==> config.mk <==
export PLATFORM = sky130hd
export DESIGN_NAME = icache_direct
export DESIGN_NICKNAME = d
export VERILOG_FILES = /design/src/rtl/icache_pkg.sv /design/src/rtl/icache_line_store.sv /design/src/rtl/icache_direct.sv
export SDC_FILE = /design/constraint.sdc
export NUM_CORES = 2
export LEC_CHECK = 0
export CAP_MARGIN = 20
export CORE_UTILIZATION = 60
export CTS_BUF_LIST = sky130_fd_sc_hd__clkbuf_4 sky130_fd_sc_hd__clkbuf_8
export CTS_CLUSTER_SIZE = 30
export DETAILED_ROUTE_END_ITERATION = 10
export PLACE_DENSITY = 0.77
export SETUP_SLACK_MARGIN = 0.2
export SLEW_MARGIN = 20
export SYNTH_ARGS = -nofsm -noshare
export SYNTH_HDL_FRONTEND = slang
export SYNTH_SLANG_ARGS = --single-unit
==> constraint.sdc <==
create_clock -name clk -period 4.78 [get_ports clk]
set_clock_uncertainty 0.05 [all_clocks]
set_input_delay 0.956 -clock clk [delete_from_list [all_inputs] [get_ports clk]]
set_output_delay 0.956 -clock clk [all_outputs]
set_load 0.02 [all_outputs]
==> src/rtl/icache_pkg.sv <==
// Shared geometry, state encoding and address-field helpers for the direct-mapped instruction cache.
package icache_pkg;

  localparam int ADDR_W     = 16;
  localparam int DATA_W     = 32;
  localparam int LINE_WORDS = 4;
  localparam int NUM_LINES  = 16;

  localparam int WORD_W = $clog2(LINE_WORDS);
  localparam int OFF_W  = WORD_W + 2;
  localparam int IDX_W  = $clog2(NUM_LINES);
  localparam int TAG_W  = ADDR_W - OFF_W - IDX_W;

  typedef enum logic {
    ST_LOOKUP = 1'b0,
    ST_FILL   = 1'b1
  } state_t;

  typedef logic [ADDR_W-1:0] addr_t;
  typedef logic [TAG_W-1:0]  tag_t;
  typedef logic [IDX_W-1:0]  idx_t;
  typedef logic [WORD_W-1:0] word_t;

  function automatic tag_t addr_tag(input addr_t a);
    return a[ADDR_W-1 -: TAG_W];
  endfunction

  function automatic idx_t addr_idx(input addr_t a);
    return a[OFF_W +: IDX_W];
  endfunction

  function automatic word_t addr_word(input addr_t a);
    return a[2 +: WORD_W];
  endfunction

  function automatic addr_t word_addr(input tag_t t, input idx_t i, input word_t w);
    return {t, i, w, 2'b00};
  endfunction

endpackage

==> src/rtl/icache_line_store.sv <==
// Tag, valid and data arrays of the instruction cache: async read by index,
// one-word fill write with tag/valid commit, single-cycle clear of all valid bits.
module icache_line_store
  import icache_pkg::*;
(
  input  logic              clk,
  input  logic              clr_all,
  input  idx_t              rd_idx,
  input  word_t             rd_word,
  output logic              rd_valid,
  output tag_t              rd_tag,
  output logic [DATA_W-1:0] rd_data,
  input  logic              wr_en,
  input  idx_t              wr_idx,
  input  word_t             wr_word,
  input  logic [DATA_W-1:0] wr_data,
  input  logic              commit_en,
  input  tag_t              commit_tag
);

  logic [NUM_LINES-1:0] valid_q;
  tag_t                 tag_q  [NUM_LINES];
  logic [DATA_W-1:0]    data_q [NUM_LINES*LINE_WORDS];

  // Clear wins over commit so a flush on the last fill edge leaves the line invalid.
  always_ff @(posedge clk) begin
    if (clr_all) begin
      valid_q <= '0;
    end else if (commit_en) begin
      valid_q[wr_idx] <= 1'b1;
    end
  end

  always_ff @(posedge clk) begin
    if (wr_en) begin
      data_q[{wr_idx, wr_word}] <= wr_data;
    end
    if (commit_en) begin
      tag_q[wr_idx] <= commit_tag;
    end
  end

  assign rd_valid = valid_q[rd_idx];
  assign rd_tag   = tag_q[rd_idx];
  assign rd_data  = data_q[{rd_idx, rd_word}];

endmodule

==> src/rtl/icache_direct.sv <==
// Direct-mapped read-only instruction cache between IF and the SROM.
// Optional hit/miss counters are built when ICACHE_STATS_EN is defined.
//
//   state     | meaning
//   ST_LOOKUP | compare tag; hit returns data same cycle, miss stalls and starts fill
//   ST_FILL   | fetch line word cnt from SROM each cycle, commit tag/valid on last word
module icache_direct
  import icache_pkg::*;
(
  input  logic              clk,
  input  logic              rst,
  input  logic              cpu_req,
  input  logic [ADDR_W-1:0] cpu_addr,
  output logic [DATA_W-1:0] cpu_rdata,
  output logic              cpu_stall,
  input  logic              flush,
  output logic [ADDR_W-1:0] mem_addr,
  input  logic [DATA_W-1:0] mem_rdata
`ifdef ICACHE_STATS_EN
  ,
  output logic [31:0]       hit_cnt,
  output logic [31:0]       miss_cnt
`endif
);

  localparam word_t WORD_LAST = word_t'(LINE_WORDS - 1);

  state_t state_q, state_d;
  word_t  cnt_q;
  tag_t   miss_tag_q;
  idx_t   miss_idx_q;

  tag_t   cpu_tag;
  idx_t   cpu_idx;
  word_t  cpu_word;
  logic   unused_addr_lsb;

  logic              rd_valid;
  tag_t              rd_tag;
  logic [DATA_W-1:0] rd_data;
  logic              hit;
  logic              lu_hit;
  logic              lu_miss;
  logic              fill_we;
  logic              commit_en;

  assign cpu_tag         = addr_tag(cpu_addr);
  assign cpu_idx         = addr_idx(cpu_addr);
  assign cpu_word        = addr_word(cpu_addr);
  assign unused_addr_lsb = ^cpu_addr[1:0];

  icache_line_store u_store (
    .clk        (clk),
    .clr_all    (rst | flush),
    .rd_idx     (cpu_idx),
    .rd_word    (cpu_word),
    .rd_valid   (rd_valid),
    .rd_tag     (rd_tag),
    .rd_data    (rd_data),
    .wr_en      (fill_we),
    .wr_idx     (miss_idx_q),
    .wr_word    (cnt_q),
    .wr_data    (mem_rdata),
    .commit_en  (commit_en),
    .commit_tag (miss_tag_q)
  );

  assign hit     = rd_valid && (rd_tag == cpu_tag);
  assign lu_hit  = (state_q == ST_LOOKUP) && cpu_req && hit && !rst;
  assign lu_miss = (state_q == ST_LOOKUP) && cpu_req && !hit && !rst;

  always_comb begin
    state_d   = state_q;
    cpu_stall = 1'b0;
    cpu_rdata = '0;
    mem_addr  = word_addr(cpu_tag, cpu_idx, '0);
    fill_we   = 1'b0;
    commit_en = 1'b0;
    case (state_q)
      ST_LOOKUP: begin
        if (cpu_req) begin
          if (hit) begin
            cpu_rdata = rd_data;
          end else begin
            cpu_stall = 1'b1;
            state_d   = ST_FILL;
          end
        end
      end
      ST_FILL: begin
        cpu_stall = 1'b1;
        mem_addr  = word_addr(miss_tag_q, miss_idx_q, cnt_q);
        fill_we   = 1'b1;
        if (cnt_q == WORD_LAST) begin
          commit_en = 1'b1;
          state_d   = ST_LOOKUP;
        end
        if (flush) begin
          state_d = ST_LOOKUP;
        end
      end
    endcase
    if (rst) begin
      state_d   = ST_LOOKUP;
      cpu_stall = 1'b0;
      cpu_rdata = '0;
      fill_we   = 1'b0;
      commit_en = 1'b0;
    end
  end

  always_ff @(posedge clk) begin
    if (rst) begin
      state_q <= ST_LOOKUP;
      cnt_q   <= '0;
    end else begin
      state_q <= state_d;
      if (lu_miss) begin
        miss_tag_q <= cpu_tag;
        miss_idx_q <= cpu_idx;
        cnt_q      <= '0;
      end else if (state_q == ST_FILL) begin
        cnt_q <= (state_d == ST_FILL) ? cnt_q + word_t'(1) : '0;
      end
    end
  end

`ifdef ICACHE_STATS_EN
  // Counters survive flush; only reset clears them.
  always_ff @(posedge clk) begin
    if (rst) begin
      hit_cnt  <= '0;
      miss_cnt <= '0;
    end else begin
      if (lu_hit) begin
        hit_cnt <= hit_cnt + 32'd1;
      end
      if (lu_miss) begin
        miss_cnt <= miss_cnt + 32'd1;
      end
    end
  end
`else
  logic unused_lu_hit;
  assign unused_lu_hit = lu_hit;
`endif

endmodule
==> metrics <==
status complete, but fails checks; failing checks negative setup slack; pre-CTS WS -0.221 ns; Clk Latency, worst-skew pair 1.05 ns; first-pass GRT wire length 296000 um; Hold Crit Class primary input to register; Iter 0 DRT Violations 6038; WHS 0.227 ns; die span in y 377 um; final WL 212000 um; final instance area 97100 um^2; Yosys warnings 0; ys async rst share 0%; Critical Path Stages 10; CP max-delay cell mux4_2; fin crit share 101%; distinct cell type count after synthesis 52; vias in the first global route 41363; core area 140000 um^2; initial core utilization 60.5%; R2R depth 4; Rel. slew slack 24.4%; Synth Cell Area 84400 um^2; #FFs+latches synth 2207; final hold vios 0; I/O Buffers 96; clock net sink count 2207; Buf+Inv Stages, Crit Path 3; Multi-input gate area 18200 um^2; WS Path Type register to output port; overall routing resource usage 30.3%; Startpoint Class register; maxcap violations 0; Max stage delay on crit path 0.47 ns; Area growth syn-to-layout 15.0%; dpl hpwl 118000 um; most frequent cells in the layout edfxtp_1, mux4_2, clkbuf_8; Avg WL per Cell 35.3 um; worst-margin pin slew 1.13 ns; H-tree lvl count 5; root buffer cell clkbuf_8; count of pins over their slew limit 0; CP top delay family simple AND/OR/NAND/NOR gates; Worst Setup End Kind output port; Most used DFF post-synth edfxtp_1; gpl congestion 0.835; Worst Setup Slack, final -0.0274 ns; I/O pin count 101; pin count of the biggest net entering global routing 65; setup_tns -0.0289 ns; most common cell after layout, fill and taps aside edfxtp_1; Post-CTS Hold Fix Bufs 0; initial antenna violation count 27; CTS tree done; first drt pass iteration count 7; Rows 137; synthesized area per cell 25.1 um^2; VDD IR max 0.290 mV; Hold Crit Depth 1; Power Total 38.4 mW; DRC Markers 0; Final ANT Viol Nets 0; Clk pin slew, worst setup/hold paths 0.07 ns; gr ovfl total 0; Post-synth EDFFs 2188; Vias/cell 6.82; Die ar. 142000 um^2; routed vias 41008; minimum clock period 4.81 ns; CTS max path bufs 4; register area share after synthesis 78.3%; Layout Nets 3946; pwr dens 396 nW/um^2; Max Freq 208 MHz; sequential cell area 66100 um^2; setup violators final 3; utilization after layout 69.6%; Die X-Extent 377 um; Placed Area 89700 um^2; Post-Synthesis Cells 3366; CP cell instances mux4_2 -> mux2i_2 -> xnor2_1 -> or4_4 -> a211oi_4 -> nand4_4 -> buf_12 -> buf_6 -> nor2b_1 -> buf_4; share of layout cells above drive strength 1 40.0%; CP Max Fanout 7; worst path required time 3.77 ns; unrepaired setup endpoints after global routing true; Num CTS Buffers 349; leak pwr 30.5 nW; Worst EP arrival 3.80 ns; fillers 7794; Inst Count DP 5386; Non-Filler Instances 6012
## cells in the mapped netlist, types with 5 or more instances
cell / instances / area (um^2)
mux2i_1: 8 / 80.1
nand2b_1: 8 / 50.1
a22oi_1: 7 / 52.6
buf_2: 68 / 340
clkbuf_1: 88 / 330
nor3_1: 13 / 65.1
edfxtp_1: 2188 / 65700
nor2b_1: 39 / 244
dfxtp_1: 19 / 380
buf_1: 17 / 63.8
nand3_1: 8 / 40.0
o21a_1: 17 / 128
mux2_2: 18 / 203
mux4_2: 702 / 15800
nand2_1: 20 / 75.1
nor2_1: 83 / 312
nand3b_1: 5 / 37.5
## layout make-up
| class | instances | share of cell area, % |
|---|---|---|
| clock buffer | 457 | 5.84 |
| timing repair buffer | 355 | 4.15 |
| antenna | 6 | 0.0155 |
| clock inverter | 131 | 0.766 |
| tap | 1876 | 2.42 |
| sequential | 2207 | 68.1 |
| multi-input combinational | 979 | 18.7 |
| inverter | 1 | 0.00387 |
## what timing repair did
action,CTS,global route
cloned,8,2
setup buffers,19,2
gates resized for setup,122,36
endpoints found under the hold margin,0,0
pin swaps,2,2
setup endpoints to repair,33,33
## worst paths after layout
path / startpoint / to / slack [ns]
min reg2reg: u_store.valid_q[10] / u_store.valid_q[10] / 0.41
max reg2reg: miss_idx_q[2] / u_store.data_q[20][26] / 1.20
max: u_store.tag_q[0][0] / cpu_rdata[2] / -0.03
min: cpu_addr[7] / miss_idx_q[3] / 0.23
## power by group
group          internal (mW)  leakage (nW)  total [mW]  switching (mW)
Sequential              21.3          19.8        21.3          0.0285
Combinational          0.898          7.33        2.06            1.16
Clock                   8.04          3.39        15.1            7.02
## per-layer routing
layer  wire [um]  GRT usage, %
met5         112             0
met4        5990          10.1
met3       27300          8.36
met2      105000          48.2
met1       74300          41.1
## state kept, by name, indices dropped and copies added, names as in the netlist
name / count
cnt_q: 2
miss_idx_q: 4
miss_tag_q: 8
state_q: 1
u_store.data_q: 2048
u_store.tag_q: 128
u_store.valid_q: 16
## cells by family (layout without fill, tap and decap cells)
group | after synthesis | in the layout | synth area share, %
simple gates | 195 | 195 | 1.14
other cells | 1 | 8 | 0.00444
compound gates | 48 | 48 | 0.437
xor+xnor | 5 | 5 | 0.0519
fa+ha+maj | 1 | 1 | 0.0148
flops | 2207 | 2207 | 78.3
mux | 728 | 728 | 19.1
buf+inv | 181 | 944 | 0.955
No activity file was read; power rests on OpenSTA's default activity.
